--- src/rtl/trigger_receiver_pkg.sv ---
// Shared types and defaults for the trigger receiver.
// Latency: n/a (types and constants only).
// Backpressure: n/a.
package trigger_receiver_pkg;

  // Acquisition sequencer states.
  typedef enum logic [1:0] {
    ST_IDLE     = 2'd0,
    ST_DECIDE   = 2'd1,
    ST_ACQUIRE  = 2'd2,
    ST_CLEARING = 2'd3
  } state_t;

  // Counter width and default timing parameters.
  localparam int CNT_WIDTH_DEF   = 20;
  localparam int TIMEOUT_DEF     = 256;
  localparam int CLEAR_TICKS_DEF = 4;

  // Internal timer widths sized to the legal parameter ranges
  // (TIMEOUT up to 65535, CLEAR_TICKS up to 255).
  localparam int TIMER_W = 16;
  localparam int CLR_W   = 8;

endpackage

--- src/rtl/trigger_receiver_sync_edge_det.sv ---
// 2-FF synchroniser followed by a registered rising-edge detector.
// Latency: input edge before clock N gives a one-cycle rise pulse in cycle N+2.
// Backpressure: none; a level held high yields exactly one pulse.
module sync_edge_det (
  input  logic clk,
  input  logic rst,
  input  logic din,
  output logic rise
);

  logic meta_q;
  logic sync_q;
  logic prev_q;

  // Two-stage synchroniser, one history flop, registered edge pulse.
  always_ff @(posedge clk) begin
    if (rst) begin
      meta_q <= 1'b0;
      sync_q <= 1'b0;
      prev_q <= 1'b0;
      rise   <= 1'b0;
    end else begin
      meta_q <= din;
      sync_q <= meta_q;
      prev_q <= sync_q;
      rise   <= sync_q & ~prev_q;
    end
  end

endmodule

--- src/rtl/trigger_receiver.sv ---
// Sequences one acquisition per HOLD edge: hold, TDC stop, ADC start, fast clear.
// Latency: trigger edge before clock N drives registered outputs at edge N+3.
// Backpressure: none; HOLD edges arriving while busy are counted as missed.
module trigger_receiver
  import trigger_receiver_pkg::*;
#(
  parameter int TIMEOUT     = TIMEOUT_DEF,
  parameter int CLEAR_TICKS = CLEAR_TICKS_DEF,
  parameter int CNT_WIDTH   = CNT_WIDTH_DEF
) (
  input  logic                 clk_50M,
  input  logic                 rst,
  input  logic                 HOLD,
  input  logic                 TSTOP,
  input  logic                 ACCEPT,
  input  logic                 CLEAR,
  input  logic                 adc_done,
  output logic                 hold_out,
  output logic                 tdc_stop,
  output logic                 adc_start,
  output logic                 fast_clear,
  output logic                 busy,
  output logic [CNT_WIDTH-1:0] event_cnt,
  output logic [CNT_WIDTH-1:0] timeout_cnt,
  output logic [CNT_WIDTH-1:0] missed_cnt
);

  // Final count values of the decision window and of the clear pulse.
  localparam logic [TIMER_W-1:0] TIMEOUT_LAST = TIMER_W'(TIMEOUT - 1);
  localparam logic [CLR_W-1:0]   CLEAR_LAST   = CLR_W'(CLEAR_TICKS - 1);

  // Decoded one-cycle trigger events.
  logic hold_e;
  logic tstop_e;
  logic accept_e;
  logic clear_e;

  sync_edge_det u_hold (
    .clk  (clk_50M),
    .rst  (rst),
    .din  (HOLD),
    .rise (hold_e)
  );

  sync_edge_det u_tstop (
    .clk  (clk_50M),
    .rst  (rst),
    .din  (TSTOP),
    .rise (tstop_e)
  );

  sync_edge_det u_accept (
    .clk  (clk_50M),
    .rst  (rst),
    .din  (ACCEPT),
    .rise (accept_e)
  );

  sync_edge_det u_clear (
    .clk  (clk_50M),
    .rst  (rst),
    .din  (CLEAR),
    .rise (clear_e)
  );

  state_t               state_q, state_d;
  logic [TIMER_W-1:0]   timer_q, timer_d;
  logic [CLR_W-1:0]     clr_cnt_q, clr_cnt_d;
  logic                 tdc_sent_q, tdc_sent_d;
  logic                 tdc_stop_d;
  logic                 adc_start_d;
  logic                 event_inc;
  logic                 timeout_inc;
  logic                 missed_inc;

  // State register plus timers, TDC-issued flag and registered pulses.
  always_ff @(posedge clk_50M) begin
    if (rst) begin
      state_q    <= ST_IDLE;
      timer_q    <= '0;
      clr_cnt_q  <= '0;
      tdc_sent_q <= 1'b0;
      tdc_stop   <= 1'b0;
      adc_start  <= 1'b0;
    end else begin
      state_q    <= state_d;
      timer_q    <= timer_d;
      clr_cnt_q  <= clr_cnt_d;
      tdc_sent_q <= tdc_sent_d;
      tdc_stop   <= tdc_stop_d;
      adc_start  <= adc_start_d;
    end
  end

  // Next-state decode; CLEAR beats ACCEPT, which beats the timeout.
  always_comb begin
    state_d     = state_q;
    timer_d     = timer_q;
    clr_cnt_d   = clr_cnt_q;
    tdc_sent_d  = tdc_sent_q;
    tdc_stop_d  = 1'b0;
    adc_start_d = 1'b0;
    event_inc   = 1'b0;
    timeout_inc = 1'b0;
    missed_inc  = hold_e && (state_q != ST_IDLE);

    unique case (state_q)
      ST_IDLE: begin
        if (hold_e) begin
          state_d    = ST_DECIDE;
          timer_d    = '0;
          tdc_sent_d = 1'b0;
        end
      end

      ST_DECIDE: begin
        timer_d = timer_q + 16'd1;
        // Only the first TSTOP edge of an event reaches the TDC.
        if (tstop_e && !tdc_sent_q) begin
          tdc_stop_d = 1'b1;
          tdc_sent_d = 1'b1;
        end
        if (clear_e) begin
          state_d   = ST_CLEARING;
          clr_cnt_d = '0;
        end else if (accept_e) begin
          adc_start_d = 1'b1;
          state_d     = ST_ACQUIRE;
        end else if (timer_q == TIMEOUT_LAST) begin
          timeout_inc = 1'b1;
          state_d     = ST_CLEARING;
          clr_cnt_d   = '0;
        end
      end

      ST_ACQUIRE: begin
        // No timeout here: the ADC block always answers with adc_done.
        if (adc_done) begin
          event_inc = 1'b1;
          state_d   = ST_IDLE;
        end
      end

      ST_CLEARING: begin
        clr_cnt_d = clr_cnt_q + 8'd1;
        if (clr_cnt_q == CLEAR_LAST) begin
          state_d = ST_IDLE;
        end
      end

      default: begin
        state_d = ST_IDLE;
      end
    endcase
  end

  // Slow-control counters, wrapping modulo 2^CNT_WIDTH.
  always_ff @(posedge clk_50M) begin
    if (rst) begin
      event_cnt   <= '0;
      timeout_cnt <= '0;
      missed_cnt  <= '0;
    end else begin
      if (event_inc) begin
        event_cnt <= event_cnt + CNT_WIDTH'(1);
      end
      if (timeout_inc) begin
        timeout_cnt <= timeout_cnt + CNT_WIDTH'(1);
      end
      if (missed_inc) begin
        missed_cnt <= missed_cnt + CNT_WIDTH'(1);
      end
    end
  end

  // Level outputs decode straight from the state register.
  assign hold_out   = (state_q == ST_DECIDE) || (state_q == ST_ACQUIRE);
  assign fast_clear = (state_q == ST_CLEARING);
  assign busy       = (state_q != ST_IDLE);

endmodule

--- config.mk ---
export PLATFORM = sky130hd
export DESIGN_NAME = trigger_receiver
export DESIGN_NICKNAME = d
export VERILOG_FILES = /design/src/rtl/trigger_receiver_pkg.sv /design/src/rtl/trigger_receiver_sync_edge_det.sv /design/src/rtl/trigger_receiver.sv
export SDC_FILE = /design/constraint.sdc
export NUM_CORES = 1
export LEC_CHECK = 0
export CAP_MARGIN = 20
export CORE_ASPECT_RATIO = 2
export CORE_MARGIN = 2
export CORE_UTILIZATION = 59
export DETAILED_ROUTE_END_ITERATION = 10
export PLACE_DENSITY = 0.86
export SYNTH_ARGS = -nofsm -noshare
export SYNTH_HDL_FRONTEND = slang
export SYNTH_SLANG_ARGS = --single-unit
--- constraint.sdc ---
create_clock -name clk_50M -period 4.8 [get_ports clk_50M]
set_clock_uncertainty 0.2 [all_clocks]
set_input_delay 0.96 -clock clk_50M [delete_from_list [all_inputs] [get_ports clk_50M]]
set_output_delay 0.96 -clock clk_50M [all_outputs]
set_load 0.01 [all_outputs]
==> results of run 1 <==
[cell type report]
| cell class | count | area [µm²] |
|---|---|---|
| Timing Repair Buffer | 73 | 721 |
| Clock inverter | 6 | 130 |
| Multi-Input combinational cell | 410 | 2610 |
| Clock buffer | 10 | 229 |
| Inverter | 20 | 75.1 |
| Tap cell | 98 | 123 |
| Sequential cell | 105 | 2100 |
| Fill cell | 611 | 2180 |
[through the flow]
stage          utilization, %  power (W)  hold slack [ps]
2_1_floorplan               -    0.00107              167
3_3_place_gp             68.9    0.00113              170
3_5_place_dp             68.9    0.00114              177
4_1_cts                  73.3    0.00201              186
5_1_grt                  73.3    0.00207              201
6_report                 73.3    0.00201              184
[synth_stat cells (all sizes together) (6+ instances only)]
library cell	instances
clkbuf	21
nor3	9
o211ai	6
nand2	47
o31ai	15
nor4	6
mux2	8
inv	20
dfxtp	105
o41ai	6
nand4	21
xnor2	8
and4	11
or4	20
nor2b	24
o311ai	6
xor2	16
nand3	27
o21ai	21
nor2	40
ha	9
or3	16
a21oi	41
buf	11
[worst reg2reg max path: stages (launching register included)]
cell and delay, ps:
dfxtp_1 400, inv_1 90, ha_1 300, and3b_1 430
nand4_1 410, or4_1 620, a21oi_1 150
[kinds of logic (layout without fill, tap and decap cells)]
| kind of cell | after synthesis | after routing |
|---|---|---|
| simple gates | 249 | 249 |
| compound gates | 116 | 116 |
| flops | 105 | 105 |
| buf+inv | 52 | 109 |
| xor+xnor | 24 | 24 |
| mux | 12 | 12 |
| fa+ha+maj | 9 | 9 |
[power breakdown]
part | internal [W] | switching, W | leakage [nW]
sequential | 0.000885 | 0.0000120 | 0.848
clock | 0.000561 | 0.000322 | 0.176
combinational | 0.0000806 | 0.000146 | 0.958
total | 0.00153 | 0.000480 | 1.98
[state kept, by name, summed over array words and instances (netlist names), 2 cells and up]
signal / cells
timeout_cnt: 20
timer_q: 16
clr_cnt_q: 8
state_q: 2
missed_cnt: 20
event_cnt: 20
[metal layers]
metal / vias up / track usage (%) / share of wire (%)
met5: - / 0 / 0
met4: 0 / 13.7 / 2.9
met3: 24 / 6.93 / 4.6
met2: 142 / 49.9 / 56
met1: 2145 / 26.7 / 36
li1: 2188 / - / -
[worst min-delay path by stage]
stage | start | end | slack [ps]
finish | u_hold.prev_q$_SDFF_PP0_ | u_hold.rise$_SDFF_PP0_ | 180
global route | u_hold.prev_q$_SDFF_PP0_ | u_hold.rise$_SDFF_PP0_ | 200
CTS | u_hold.prev_q$_SDFF_PP0_ | u_hold.rise$_SDFF_PP0_ | 190
detailed placement | u_hold.prev_q$_SDFF_PP0_ | u_hold.rise$_SDFF_PP0_ | 180
global placement | u_tstop.prev_q$_SDFF_PP0_ | u_tstop.rise$_SDFF_PP0_ | 170
floorplan | u_accept.prev_q$_SDFF_PP0_ | u_accept.rise$_SDFF_PP0_ | 170
[cell usage in the layout, fill, tap and decap left out, drive strengths merged, types with 8 or more instances in the layout]
master	n
dfxtp	105
clkdlybuf4s50	70
nand2	47
a21oi	41
nor2	40
nand3	27
nor2b	24
o21ai	21
nand4	21
inv	20
or4	20
xor2	16
or3	16
o31ai	15
and4	11
clkbuf	10
nor3	9
ha	9
mux2	8
xnor2	8
==> tab_implementation.tex, run 1 <==
\begin{tabular}{lr}
\hline
Metric & Value \\
\hline
\multicolumn{2}{l}{\textbf{Clock network}} \\
Register clock-pin slew on the reported worst setup and hold paths & 70 ps \\
Number of CTS-inserted buffers & 9 \\
Cells resized by post-CTS repair & 0 \\
Cts-stage hold buffer count & 0 \\
H-tree lvl count & 3 \\
Source-to-sink clock delay at the later pin of the worst-skew pair & 350 ps \\
Clk root buf & clkbuf\_16 \\
Number of clock sinks seen by CTS & 105 \\
CTS max path bufs & 2 \\
Number of setup buffers added after CTS & 0 \\
Clock tree from TritonCTS & done \\
\multicolumn{2}{l}{\textbf{Timing}} \\
Timing-limited maximum frequency & 332 MHz \\
Worst Tran Pin Value & 877 ps \\
Unrepaired setup endpoints after global routing & no \\
Setup Viol. Count Final & 0 \\
Share of the cycle needed by the critical path after routing & 62.7\% \\
Min setup slack post-route & 1790 ps \\
Final-layout setup total negative slack & 0 ps \\
Slew Limit Headroom & 41.4\% \\
Fin crit period & 3010 ps \\
Number of failing hold endpoints at the final stage & 0 \\
Final Max Slew Viols & 0 \\
\multicolumn{2}{l}{\textbf{Worst setup path}} \\
Capture point of the critical path & fast\_clear \\
Maximum single-stage delay on the critical path & 630 ps \\
Stages on the worst setup path & 2 \\
Crit Reg-Reg Startpoint & state\_q[0]\$\_SDFFE\_PP0P\_ \\
Library cell contributing the largest single delay on the critical path & clkdlybuf4s50\_1 \\
Buffers \& Inverters on Critical Path & 1 \\
RR Endpoint & missed\_cnt[18]\$\_SDFFE\_PP0P\_ \\
Arrival time of data at the critical path endpoint & 1850 ps \\
Critical-path cell list & ha\_1 > clkdlybuf4s50\_1 \\
Crit. End Element & output port \\
Worst setup path startpoint & state\_q[0]\$\_SDFFE\_PP0P\_ \\
Critical path startpoint category & register \\
Worst-path fanout max & 14 \\
Worst reg-to-reg path cell count & 6 \\
Data required time at the worst endpoint & 3640 ps \\
CP top delay family & buffers and inverters \\
Worst reg2reg setup slack & 2130 ps \\
Critical path class & reg -> out \\
\multicolumn{2}{l}{\textbf{Global routing}} \\
Maximum number of pins on one net before global-route repair & 47 \\
Sum of overflow across all layers after global routing & 0 \\
GRT Util Overall & 27.4\% \\
Via count of the first global-routing pass & 4315 \\
Antenna violations before repair & 0 \\
Wire length of the first global-routing pass & 19300 µm \\
\multicolumn{2}{l}{\textbf{Yosys}} \\
Cell types with the largest area share after synthesis & dfxtp\_1 (43\%), a21oi\_1 (4.2\%), nand2\_1 (3.6\%) \\
Post-synthesis average cell area & 8.69 µm² \\
Total number of yosys warnings & 0 \\
Synth area leader & dfxtp\_1 \\
Cell area after synthesis & 0.00493 mm² \\
Synthesized-area fraction occupied by xor and xnor cells & 4.26\% \\
Proportion of synthesized chip area in sequential cells & 42.6\% \\
Async SR Flop Fraction & 0\% \\
Mapped Nets & 583 \\
EDFF count, synth & 0 \\
Adder and majority gate portion of the synthesized area & 2.28\% \\
Compound-gate portion of the synthesized area & 15.3\% \\
Synthesized-area fraction occupied by and/or/nand/nor cells & 28.5\% \\
Area fraction of the dominant cell type after synthesis & 42.6\% \\
Instance count of the mapped netlist & 567 \\
Mux share of post-synthesis cell area & 2.64\% \\
Dominant register cell in the synthesized netlist & dfxtp\_1 \\
Number of distinct library cells after synthesis & 59 \\
Seq cells post-synth & 105 \\
Main combinational cell family by area after synthesis & simple AND/OR/NAND/NOR gates \\
\multicolumn{2}{l}{\textbf{Placed design}} \\
Detailed-placement wirelength estimate & 8330 µm \\
Port-buffer cells & 71 \\
Placed cell area & 0.00563 mm² \\
Post-Place Worst Slack & 1520 ps \\
Routability Congestion & 0.823 \\
Cells after DPL & 706 \\
\multicolumn{2}{l}{\textbf{Floorplanning}} \\
Vertical extent of the die & 133 µm \\
Width of the die & 68.6 µm \\
Top-level port count & 72 \\
Area of the placeable core & 0.00817 mm² \\
Row cnt & 47 \\
Die ar. & 0.00915 mm² \\
Initial cell density of the core & 60.3\% \\
\multicolumn{2}{l}{\textbf{Run status}} \\
Outcome & complete, no violations \\
\multicolumn{2}{l}{\textbf{Pwr}} \\
Leak Pwr & 1.98 nW \\
Maximum ir drop on the vdd rail & 0.000272 V \\
Total power density per cell area & 335 mW/mm² \\
\multicolumn{2}{l}{\textbf{Layout}} \\
Layout cells sized above 1 & 6.09\% \\
Layout overhead on the synthesized area & 21.5\% \\
Total inserted antenna cells & 0 \\
Final Non-Filler Cells & 722 \\
Final instance area & 0.00599 mm² \\
Number of nets in the layout & 635 \\
\multicolumn{2}{l}{\textbf{Detailed routing}} \\
Drt pass-1 iters & 5 \\
Number of DRC violations after detailed-routing iteration 0 & 348 \\
Post-detailed-route wirelength per cell & 16.4 µm \\
Routed wire length & 11800 µm \\
Vias post-DR & 4499 \\
Mean number of vias per cell & 6.23 \\
Count of antenna-violating nets left after detailed routing & 0 \\
DRC violation count after routing & 0 \\
\multicolumn{2}{l}{\textbf{Worst hold path}} \\
Class of the tightest hold or removal check & reg -> reg \\
Instance count along the most critical hold path & 1 \\
\multicolumn{2}{l}{\textbf{Job}} \\
Max-cap viol count & 0 \\
\hline
\end{tabular}
No activity file was read; power rests on OpenSTA's default activity.
==> inputs of run 2 (changes only) <==
- CORE_UTILIZATION: 59 -> 49
- PLACE_DENSITY: 0.86 -> 0.76
- clock period: 4.8 -> 2.6 ns (I/O delays scaled with it)
==> run 2 against run 1 <==
  * Design area grew 1.7%
  * First-iteration DRC count down 44%
  * Via count is 0.56% lower
  * Register-to-register slack lost 1900 ps
  * Core utilization down 11 points
  * Largest cell class unchanged
==> tab_implementation.tex, run 2 (same netlist as run 1, synthesis figures left out) <==
\begin{tabular}{lr}
\hline
Metric & Value \\
\hline
\multicolumn{2}{l}{\textbf{Clock network}} \\
CTS max path bufs & 2 \\
Number of setup buffers added after CTS & 0 \\
Register clock-pin slew on the reported worst setup and hold paths & 70 ps \\
Source-to-sink clock delay at the later pin of the worst-skew pair & 340 ps \\
H-tree lvl count & 3 \\
Cts-stage hold buffer count & 0 \\
Number of clock sinks seen by CTS & 105 \\
Clk root buf & clkbuf\_16 \\
Clock tree from TritonCTS & done \\
Cells resized by post-CTS repair & 0 \\
Number of CTS-inserted buffers & 9 \\
\multicolumn{2}{l}{\textbf{Worst setup path}} \\
Worst reg2reg setup slack & 220 ps \\
Critical path startpoint category & register \\
Arrival time of data at the critical path endpoint & 1740 ps \\
Worst path most repeated cell & inv\_1 \\
Library cell contributing the largest single delay on the critical path & clkdlybuf4s50\_1 \\
CP top delay family & buffers and inverters \\
Worst-path fanout max & 7 \\
Critical path class & reg -> out \\
Crit Reg-Reg Startpoint & state\_q[0]\$\_SDFFE\_PP0P\_ \\
Buffers \& Inverters on Critical Path & 3 \\
Worst setup path startpoint & state\_q[0]\$\_SDFFE\_PP0P\_ \\
Maximum single-stage delay on the critical path & 530 ps \\
Critical-path cell list & inv\_1 > ha\_1 > inv\_1 > clkdlybuf4s50\_1 \\
Crit. End Element & output port \\
Data required time at the worst endpoint & 1880 ps \\
\multicolumn{2}{l}{\textbf{Floorplanning}} \\
Area of the placeable core & 0.00976 mm² \\
Vertical extent of the die & 146 µm \\
Top-level port count & 72 \\
Row cnt & 51 \\
Width of the die & 74.9 µm \\
Die ar. & 0.0109 mm² \\
Initial cell density of the core & 50.5\% \\
\multicolumn{2}{l}{\textbf{Timing}} \\
Min setup slack post-route & 142 ps \\
Fin crit period & 2460 ps \\
Timing-limited maximum frequency & 407 MHz \\
Unrepaired setup endpoints after global routing & no \\
Slew Limit Headroom & 64.6\% \\
Number of failing hold endpoints at the final stage & 0 \\
Share of the cycle needed by the critical path after routing & 94.6\% \\
Setup Viol. Count Final & 0 \\
Worst Tran Pin Value & 516 ps \\
Tightest hold margin & 188 ps \\
Final Max Slew Viols & 0 \\
\multicolumn{2}{l}{\textbf{Pwr}} \\
Leak Pwr & 2.02 nW \\
Total power density per cell area & 568 mW/mm² \\
Maximum ir drop on the vdd rail & 0.000470 V \\
\multicolumn{2}{l}{\textbf{Layout}} \\
Top flop regs & event\_cnt x20, missed\_cnt x20, timeout\_cnt x20 \\
Total inserted antenna cells & 0 \\
Layout overhead on the synthesized area & 23.6\% \\
Most used cells in the layout excluding fill and tap cells & dfxtp\_1 (105), clkdlybuf4s50\_1 (70), nand2\_1 (47) \\
Most common cell after layout, fill and taps aside & dfxtp\_1 \\
Layout cells sized above 1 & 8.28\% \\
Number of nets in the layout & 651 \\
\multicolumn{2}{l}{\textbf{Global routing}} \\
Wire length of the first global-routing pass & 19100 µm \\
Antenna violations before repair & 0 \\
Sum of overflow across all layers after global routing & 0 \\
Via count of the first global-routing pass & 4269 \\
GRT Util Overall & 21.7\% \\
Maximum number of pins on one net before global-route repair & 38 \\
\multicolumn{2}{l}{\textbf{Detailed routing}} \\
Mean number of vias per cell & 5.80 \\
Vias post-DR & 4474 \\
Post-detailed-route wirelength per cell & 14.9 µm \\
Drt pass-1 iters & 4 \\
DRC violation count after routing & 0 \\
Count of antenna-violating nets left after detailed routing & 0 \\
Routed wire length & 11500 µm \\
Number of DRC violations after detailed-routing iteration 0 & 196 \\
\multicolumn{2}{l}{\textbf{Worst hold path}} \\
Worst Hold Launch & u\_clear.prev\_q\$\_SDFF\_PP0\_ \\
Class of the tightest hold or removal check & reg -> reg \\
\multicolumn{2}{l}{\textbf{Placed design}} \\
Port-buffer cells & 71 \\
Routability Congestion & 0.828 \\
Post-Place Worst Slack & -75.2 ps \\
Detailed-placement wirelength estimate & 8430 µm \\
\multicolumn{2}{l}{\textbf{Job}} \\
Max-cap viol count & 0 \\
\multicolumn{2}{l}{\textbf{Run status}} \\
Outcome & complete, no violations \\
\hline
\end{tabular}
-- run 2: cell type report --
cell class	count	area [µm²]
Clock buffer	12	246
Clock inverter	4	52.6
Fill cell	839	3670
Inverter	20	75.1
Multi-Input combinational cell	410	2610
Sequential cell	105	2100
Tap cell	132	165
Timing Repair Buffer	89	841
-- run 2: worst paths after layout --
| check | to | cells past startpoint |
|---|---|---|
| worst max-delay path | busy | 4 |
| worst min-delay path | u_clear.rise$_SDFF_PP0_ | 1 |
| worst max register to register | missed_cnt[18]$_SDFFE_PP0P_ | 6 |
| worst min register to register | u_clear.rise$_SDFF_PP0_ | 1 |
-- run 2: power breakdown --
part	internal, W	total (W)	switching [W]
clock network	0.000773	0.00135	0.000576
logic	0.000173	0.000456	0.000284
registers	0.00163	0.00165	0.0000210
-- run 2: metal layers --
layer	routed length, µm	GRT usage [%]	part of all wire, %	vias to the layer above
li1	-	-	-	2211
met1	4360	22.6	38	2121
met4	331	10.0	2.9	0
met5	0	0	0	-
met2	6430	40.1	56	120
met3	417	3.25	3.6	22
-- run 2: per-stage QoR --
| step | utilization, % | std cells | power (W) | instance area (µm²) | setup TNS, ps |
|---|---|---|---|---|---|
| 6_report | 62.4 | 772 | 0.00346 | 6090 | 0 |
| 5_1_grt | 62.4 | 772 | 0.00359 | 6090 | 0 |
| 4_1_cts | 62.4 | 772 | 0.00349 | 6090 | 0 |
| 3_5_place_dp | 59.3 | 756 | 0.00214 | 5790 | -165 |
| 3_3_place_gp | 59.3 | 756 | 0.00213 | 5790 | -48.0 |
| 2_1_floorplan | - | 567 | 0.00197 | 4930 | 0 |
